**src/rtl/pipeline_hazard_ctrl.sv**
```systemverilog
// pipeline_hazard_ctrl
// Stall/flush sequencer for the 5-stage core. It detects load-use hazards that
// forwarding cannot cover, serializes I-cache and D-cache refills onto the
// single backend port, and drives every pipeline stall/flush enable and the
// PC hold.
//
// Ports
//   clk, reset           core clock, synchronous active-high reset
//   rs1ID, rs2ID         ID-stage source registers
//   usesRs1ID/usesRs2ID  ID instruction really reads rs1/rs2
//   rdEX, memReadEX      EX destination register / EX is a load
//   branchTakenEX        EX resolved a taken branch/jump this cycle
//   icacheMiss           I-cache miss on the current fetch (level)
//   dcacheMiss           D-cache miss on the MEM access (level)
//   memReady             backend refill complete (1-cycle pulse)
//   memReqI, memReqD     backend refill requests (registered)
//   stallPC..stallEXMEM  hold the PC / pipeline registers (combinational)
//   flushIFID, flushIDEX load a bubble into the register (combinational)
//   stallCycles          cycles with stallPC=1 (saturating)
//   missCount            entries into DWAIT or IWAIT (saturating)
//
// Configuration macro: HAZARD_PERF_CNT_EN builds the performance counters;
// without it both counter ports are tied to 0.
//
// state    | meaning
// ---------+-----------------------------------------------------------
// RUN      | normal flow; load-use / branch / miss detection
// DWAIT    | D-refill in flight, whole pipeline frozen
// IWAIT    | I-refill in flight, front end held, bubbles enter EX
// IWAIT_DP | I-refill in flight with a D-miss queued behind it

module pipeline_hazard_ctrl #(
   parameter int CNT_W = 16
) (
   input  logic             clk,
   input  logic             reset,
   input  logic [4:0]       rs1ID,
   input  logic [4:0]       rs2ID,
   input  logic             usesRs1ID,
   input  logic             usesRs2ID,
   input  logic [4:0]       rdEX,
   input  logic             memReadEX,
   input  logic             branchTakenEX,
   input  logic             icacheMiss,
   input  logic             dcacheMiss,
   input  logic             memReady,
   output logic             memReqI,
   output logic             memReqD,
   output logic             stallPC,
   output logic             stallIFID,
   output logic             stallIDEX,
   output logic             stallEXMEM,
   output logic             flushIFID,
   output logic             flushIDEX,
   output logic [CNT_W-1:0] stallCycles,
   output logic [CNT_W-1:0] missCount
);

   typedef enum logic [1:0] {
      RUN      = 2'd0,
      DWAIT    = 2'd1,
      IWAIT    = 2'd2,
      IWAIT_DP = 2'd3
   } state_t;

   state_t state;
   logic   loadUse;

   assign loadUse = memReadEX && (rdEX != 5'd0) &&
                    ((usesRs1ID && (rs1ID == rdEX)) ||
                     (usesRs2ID && (rs2ID == rdEX)));

   // Refill requests are registered alongside the state so they rise the
   // cycle after the miss is sampled and fall the cycle after memReady.
   always_ff @(posedge clk) begin
      if (reset) begin
         state   <= RUN;
         memReqI <= 1'b0;
         memReqD <= 1'b0;
      end else begin
         case (state)
            RUN: begin
               if (dcacheMiss) begin
                  state   <= DWAIT;
                  memReqD <= 1'b1;
               end else if (icacheMiss) begin
                  state   <= IWAIT;
                  memReqI <= 1'b1;
               end
            end
            DWAIT: begin
               if (memReady) begin
                  state   <= RUN;
                  memReqD <= 1'b0;
               end
            end
            IWAIT: begin
               if (memReady) begin
                  memReqI <= 1'b0;
                  if (dcacheMiss) begin
                     state   <= DWAIT;
                     memReqD <= 1'b1;
                  end else begin
                     state <= RUN;
                  end
               end else if (dcacheMiss) begin
                  state <= IWAIT_DP;
               end
            end
            IWAIT_DP: begin
               if (memReady) begin
                  state   <= DWAIT;
                  memReqI <= 1'b0;
                  memReqD <= 1'b1;
               end
            end
            default: begin
               state   <= RUN;
               memReqI <= 1'b0;
               memReqD <= 1'b0;
            end
         endcase
      end
   end

   // Stall/flush decode. In RUN a miss wins over branch and load-use: a D-miss
   // freezes everything this cycle (MEM did not complete), an I-miss holds the
   // front end. In IWAIT a taken branch releases the PC for one cycle so the
   // target is captured while the refill keeps running.
   always_comb begin
      stallPC    = 1'b0;
      stallIFID  = 1'b0;
      stallIDEX  = 1'b0;
      stallEXMEM = 1'b0;
      flushIFID  = 1'b0;
      flushIDEX  = 1'b0;
      case (state)
         RUN: begin
            if (dcacheMiss) begin
               stallPC    = 1'b1;
               stallIFID  = 1'b1;
               stallIDEX  = 1'b1;
               stallEXMEM = 1'b1;
            end else if (icacheMiss) begin
               stallPC   = 1'b1;
               stallIFID = 1'b1;
               flushIDEX = 1'b1;
            end else if (branchTakenEX) begin
               flushIFID = 1'b1;
               flushIDEX = 1'b1;
            end else if (loadUse) begin
               stallPC   = 1'b1;
               stallIFID = 1'b1;
               flushIDEX = 1'b1;
            end
         end
         IWAIT: begin
            stallPC   = !branchTakenEX;
            stallIFID = 1'b1;
            flushIDEX = 1'b1;
         end
         DWAIT, IWAIT_DP: begin
            stallPC    = 1'b1;
            stallIFID  = 1'b1;
            stallIDEX  = 1'b1;
            stallEXMEM = 1'b1;
         end
         default: begin
            stallPC = 1'b0;
         end
      endcase
   end

`ifdef HAZARD_PERF_CNT_EN
   logic missEntry;

   assign missEntry = ((state == RUN)      && (dcacheMiss || icacheMiss)) ||
                      ((state == IWAIT)    && memReady && dcacheMiss) ||
                      ((state == IWAIT_DP) && memReady);

   always_ff @(posedge clk) begin
      if (reset) begin
         stallCycles <= '0;
         missCount   <= '0;
      end else begin
         if (stallPC && (stallCycles != '1)) begin
            stallCycles <= stallCycles + 1'b1;
         end
         if (missEntry && (missCount != '1)) begin
            missCount <= missCount + 1'b1;
         end
      end
   end
`else
   assign stallCycles = '0;
   assign missCount   = '0;
`endif

endmodule

```
**config.mk**
```make
export PLATFORM = sky130hd
export DESIGN_NAME = pipeline_hazard_ctrl
export DESIGN_NICKNAME = d
export VERILOG_FILES = /design/src/rtl/pipeline_hazard_ctrl.sv
export SDC_FILE = /design/constraint.sdc
export NUM_CORES = 1
export LEC_CHECK = 0
export ABC_AREA = 1
export CORE_ASPECT_RATIO = 1.25
export CORE_UTILIZATION = 32
export CTS_CLUSTER_DIAMETER = 80
export CTS_CLUSTER_SIZE = 24
export DETAILED_ROUTE_END_ITERATION = 16
export PLACE_DENSITY = 0.85
export SLEW_MARGIN = 25
export SYNTH_ARGS = -nofsm -noshare
export SYNTH_HDL_FRONTEND = slang
export SYNTH_SLANG_ARGS = --single-unit
```
**constraint.sdc**
```tcl
create_clock -name clk -period 1.5 [get_ports clk]
set_clock_uncertainty 0.05 [all_clocks]
set_input_delay 0.3 -clock clk [delete_from_list [all_inputs] [get_ports clk]]
set_output_delay 0.3 -clock clk [all_outputs]
set_load 0.005 [all_outputs]
```
==> reports/metrics.cfg <==
[run_status]
status=finished, violations left
violations=setup timing

[synthesis]
synth-main-ff-cell=dfxtp_1
synth_xor_area_share_pct=0
syn_area_um2=764.5
synth_compound_area_share_pct=8.183
async_reset_ff_share_pct=0
synthCells=138
synth_top_cell_by_area=buf_4
synth-seq-area-share_pct=10.47
synth-seq-cells=4
synthSimpleGateAreaFrac_pct=35.68
synth_top_area_share_pct=32.41
yosysWarnings=0
synth_cell_type_count=19
synth_top_family_by_area=buffers and inverters
netlist_top_cells_area=buf_4, nand2_1, inv_1
synthAdderAreaFrac_pct=0
synth_mux_area_share_pct=0
syn-mean-instance-area_um2=5.540
synth_edf_count=0

[route]
drt_wl_total_mm=1.549
initialDrtViolationCount=15
viasPerCell=3.805
num_vias=818
drc=0
drtAntennaViolNets=0
wire_per_inst_um=7.205
drt_pass1_iterations=4

[place]
dp_hpwl_mm=1.245
place_inst=208
gp_congestion=0.7895
post-place-ws_ps=-824.5
portBuffers=31

[floorplan]
die_area_um2=2590
start_util_pct=34.21
die_w_um=45.72
die_h_um=56.65
rows=19
io_pins=64
core_area_um2=2235

[global_routing]
grt-ovfl-total=0
grt_antenna_before_repair=0
grt_max_degree=5
grt_pass1_wl_mm=2.518
track_usage_pct=12.71
first_global_vias=689

[pwr]
pwr_density_cell_nw_per_um2=730.4
power.leakage_nw=0.6556
finalPower_uw=771.3
ir_drop_v=0.0004412

[sta]
setup_viol=2
hold_viol=0
finalCritPeriodShare_pct=104.9
fmax_ghz=0.6352
rsz0062_at_grt=true
period_needed_ps=1574
slew_viol_final=0
holdWs_ps=395.2
worst_slack_ps=-74.19

[worst_hold_path]
hold_end=memReqI
hold_path_depth=2
worstHoldStart=memReqI
hp-class=reg2reg

[finish]
fin_cells=215
area_growth_pct=38.13
multi_input_comb_area_um2=484.2
layout-drive-gt1-share_pct=34.24
final_nets=210
antennaDiodeCount=0
regArea_um2=85.08
utilization_pct=47.26
fillers=267

[clock_network]
cts_max_level=1
clockBufferDepth=2
cts_tree=built
ctsRootBufferMaster=clkbuf_4
insertion_delay_ps=230
clock_sinks=4
clk_pin_slew_ps=40
cts_buffers=3

[flow_run]
cap_violations=0

[worst_setup_path]
cp_cell_sequence=nor2_4, nand3_2, buf_6, inv_2, nand2_2, nand2_2, nor2_2, buf_2
slowest_delay_ps=330
worstPathArrival_ps=1220
worstRegToRegCells=8
r2r-start=state[0]
worstPathBufferInverterCount=3
start_kind=register
cp-end-kind=output port
reg2reg_to=state[0]
cp_top_family=simple AND/OR/NAND/NOR gates
crit_required_ps=1150
cpMaxStageDelayCell=dfxtp_2
cpMostUsedCell=nand2_2
worstPathMaxFanout=3
path_class=reg2out
r2r_slack_ps=140

[cell usage in the layout, fill, tap and decap left out, types with 2 or more instances in the layout]
cell type         n
nor2_1           14
inv_2             7
nor2_2            4
clkbuf_4          3
buf_2            15
dfxtp_1           2
nand2_2           7
conb_1           32
buf_6             3
inv_1            19
nand2_1          31
a21oi_1           5
o21ai_1           2
clkdlybuf4s50_1   4
dlygate4sd2_1     5
nand3_1           2
buf_4            16
[where the power goes]
part	switching (mW)	total, mW	internal (mW)
clock	0.0428	0.132	0.0894
sequential	0.0213	0.160	0.139
combinational	0.229	0.479	0.250
[worst max path at each step]
| stage | startpoint | end | slack [ps] | depth (start not counted) |
|---|---|---|---|---|
| final | state[0] | stallPC | -70 | 8 |
| after global routing | state[0] | stallPC | -160 | 8 |
| after CTS | state[0] | stallPC | -80 | 8 |
| after detailed placement | rdEX[4] | stallPC | -820 | 12 |
| after global placement | rdEX[4] | stallPC | -800 | 12 |
| after floorplan | state[1] | stallIFID | 250 | 6 |
[cell usage after synthesis (2+ instances only)]
| library cell | count |
|---|---|
| a21oi_1 | 6 |
| buf_4 | 33 |
| dfxtp_1 | 4 |
| inv_1 | 23 |
| inv_2 | 3 |
| nand2_1 | 33 |
| nand2_2 | 6 |
| nand3_1 | 2 |
| nor2_1 | 16 |
| nor2_2 | 3 |
[per-stage QoR]
stage | instance area [um^2] | TNS (ps)
4_1_cts | 1022 | -155.7
2_1_floorplan | 880.8 | 0
3_5_place_dp | 1057 | -3903
3_3_place_gp | 1057 | -3783
6_report | 1056 | -146.7
5_1_grt | 1056 | -371.3
[sequential cells by signal, summed over array words and instances, names as in the netlist]
| name | cells |
|---|---|
| memReqI | 1 |
| state | 2 |
| memReqD | 1 |
[repair_timing]
| item | CTS | global route |
|---|---|---|
| endpoints found under the setup margin | 6 | 4 |
| pin swaps | 32 | 11 |
| hold buffers | 0 | 0 |
| buffers inserted | 4 | 0 |
| gates resized for setup | 98 | 13 |
[worst reg2reg max path, stage by stage (launching register included)]
cell and delay (ps):
dfxtp_2 330, nor2_4 120, nand3_2 100, buf_6 130
buf_4 120, buf_4 120, nand2_2 80, nor2_1 40
o21a_1 150
[cells by family after synthesis]
group,after synthesis
other,1
flip-flops,4
buffers and inverters,59
AND/OR/NAND/NOR,63
AO/OA/AOI/OAI,11
[final cells by class]
type / count / share of cell area (%)
tap: 31 / 3.673
sequential: 4 / 8.057
inverter: 26 / 9.242
timing repair buffer: 45 / 31.04
clock buffer: 3 / 2.133
multi-input combinational: 106 / 45.85
[layer usage]
metal	vias up	GRT usage, %	wire, um
li1	437	-	-
met5	-	0	0
met1	346	14.12	583
met2	35	22.65	849
met3	0	2.251	116
met4	0	5.042	0
(Power assumes the default switching activity.)
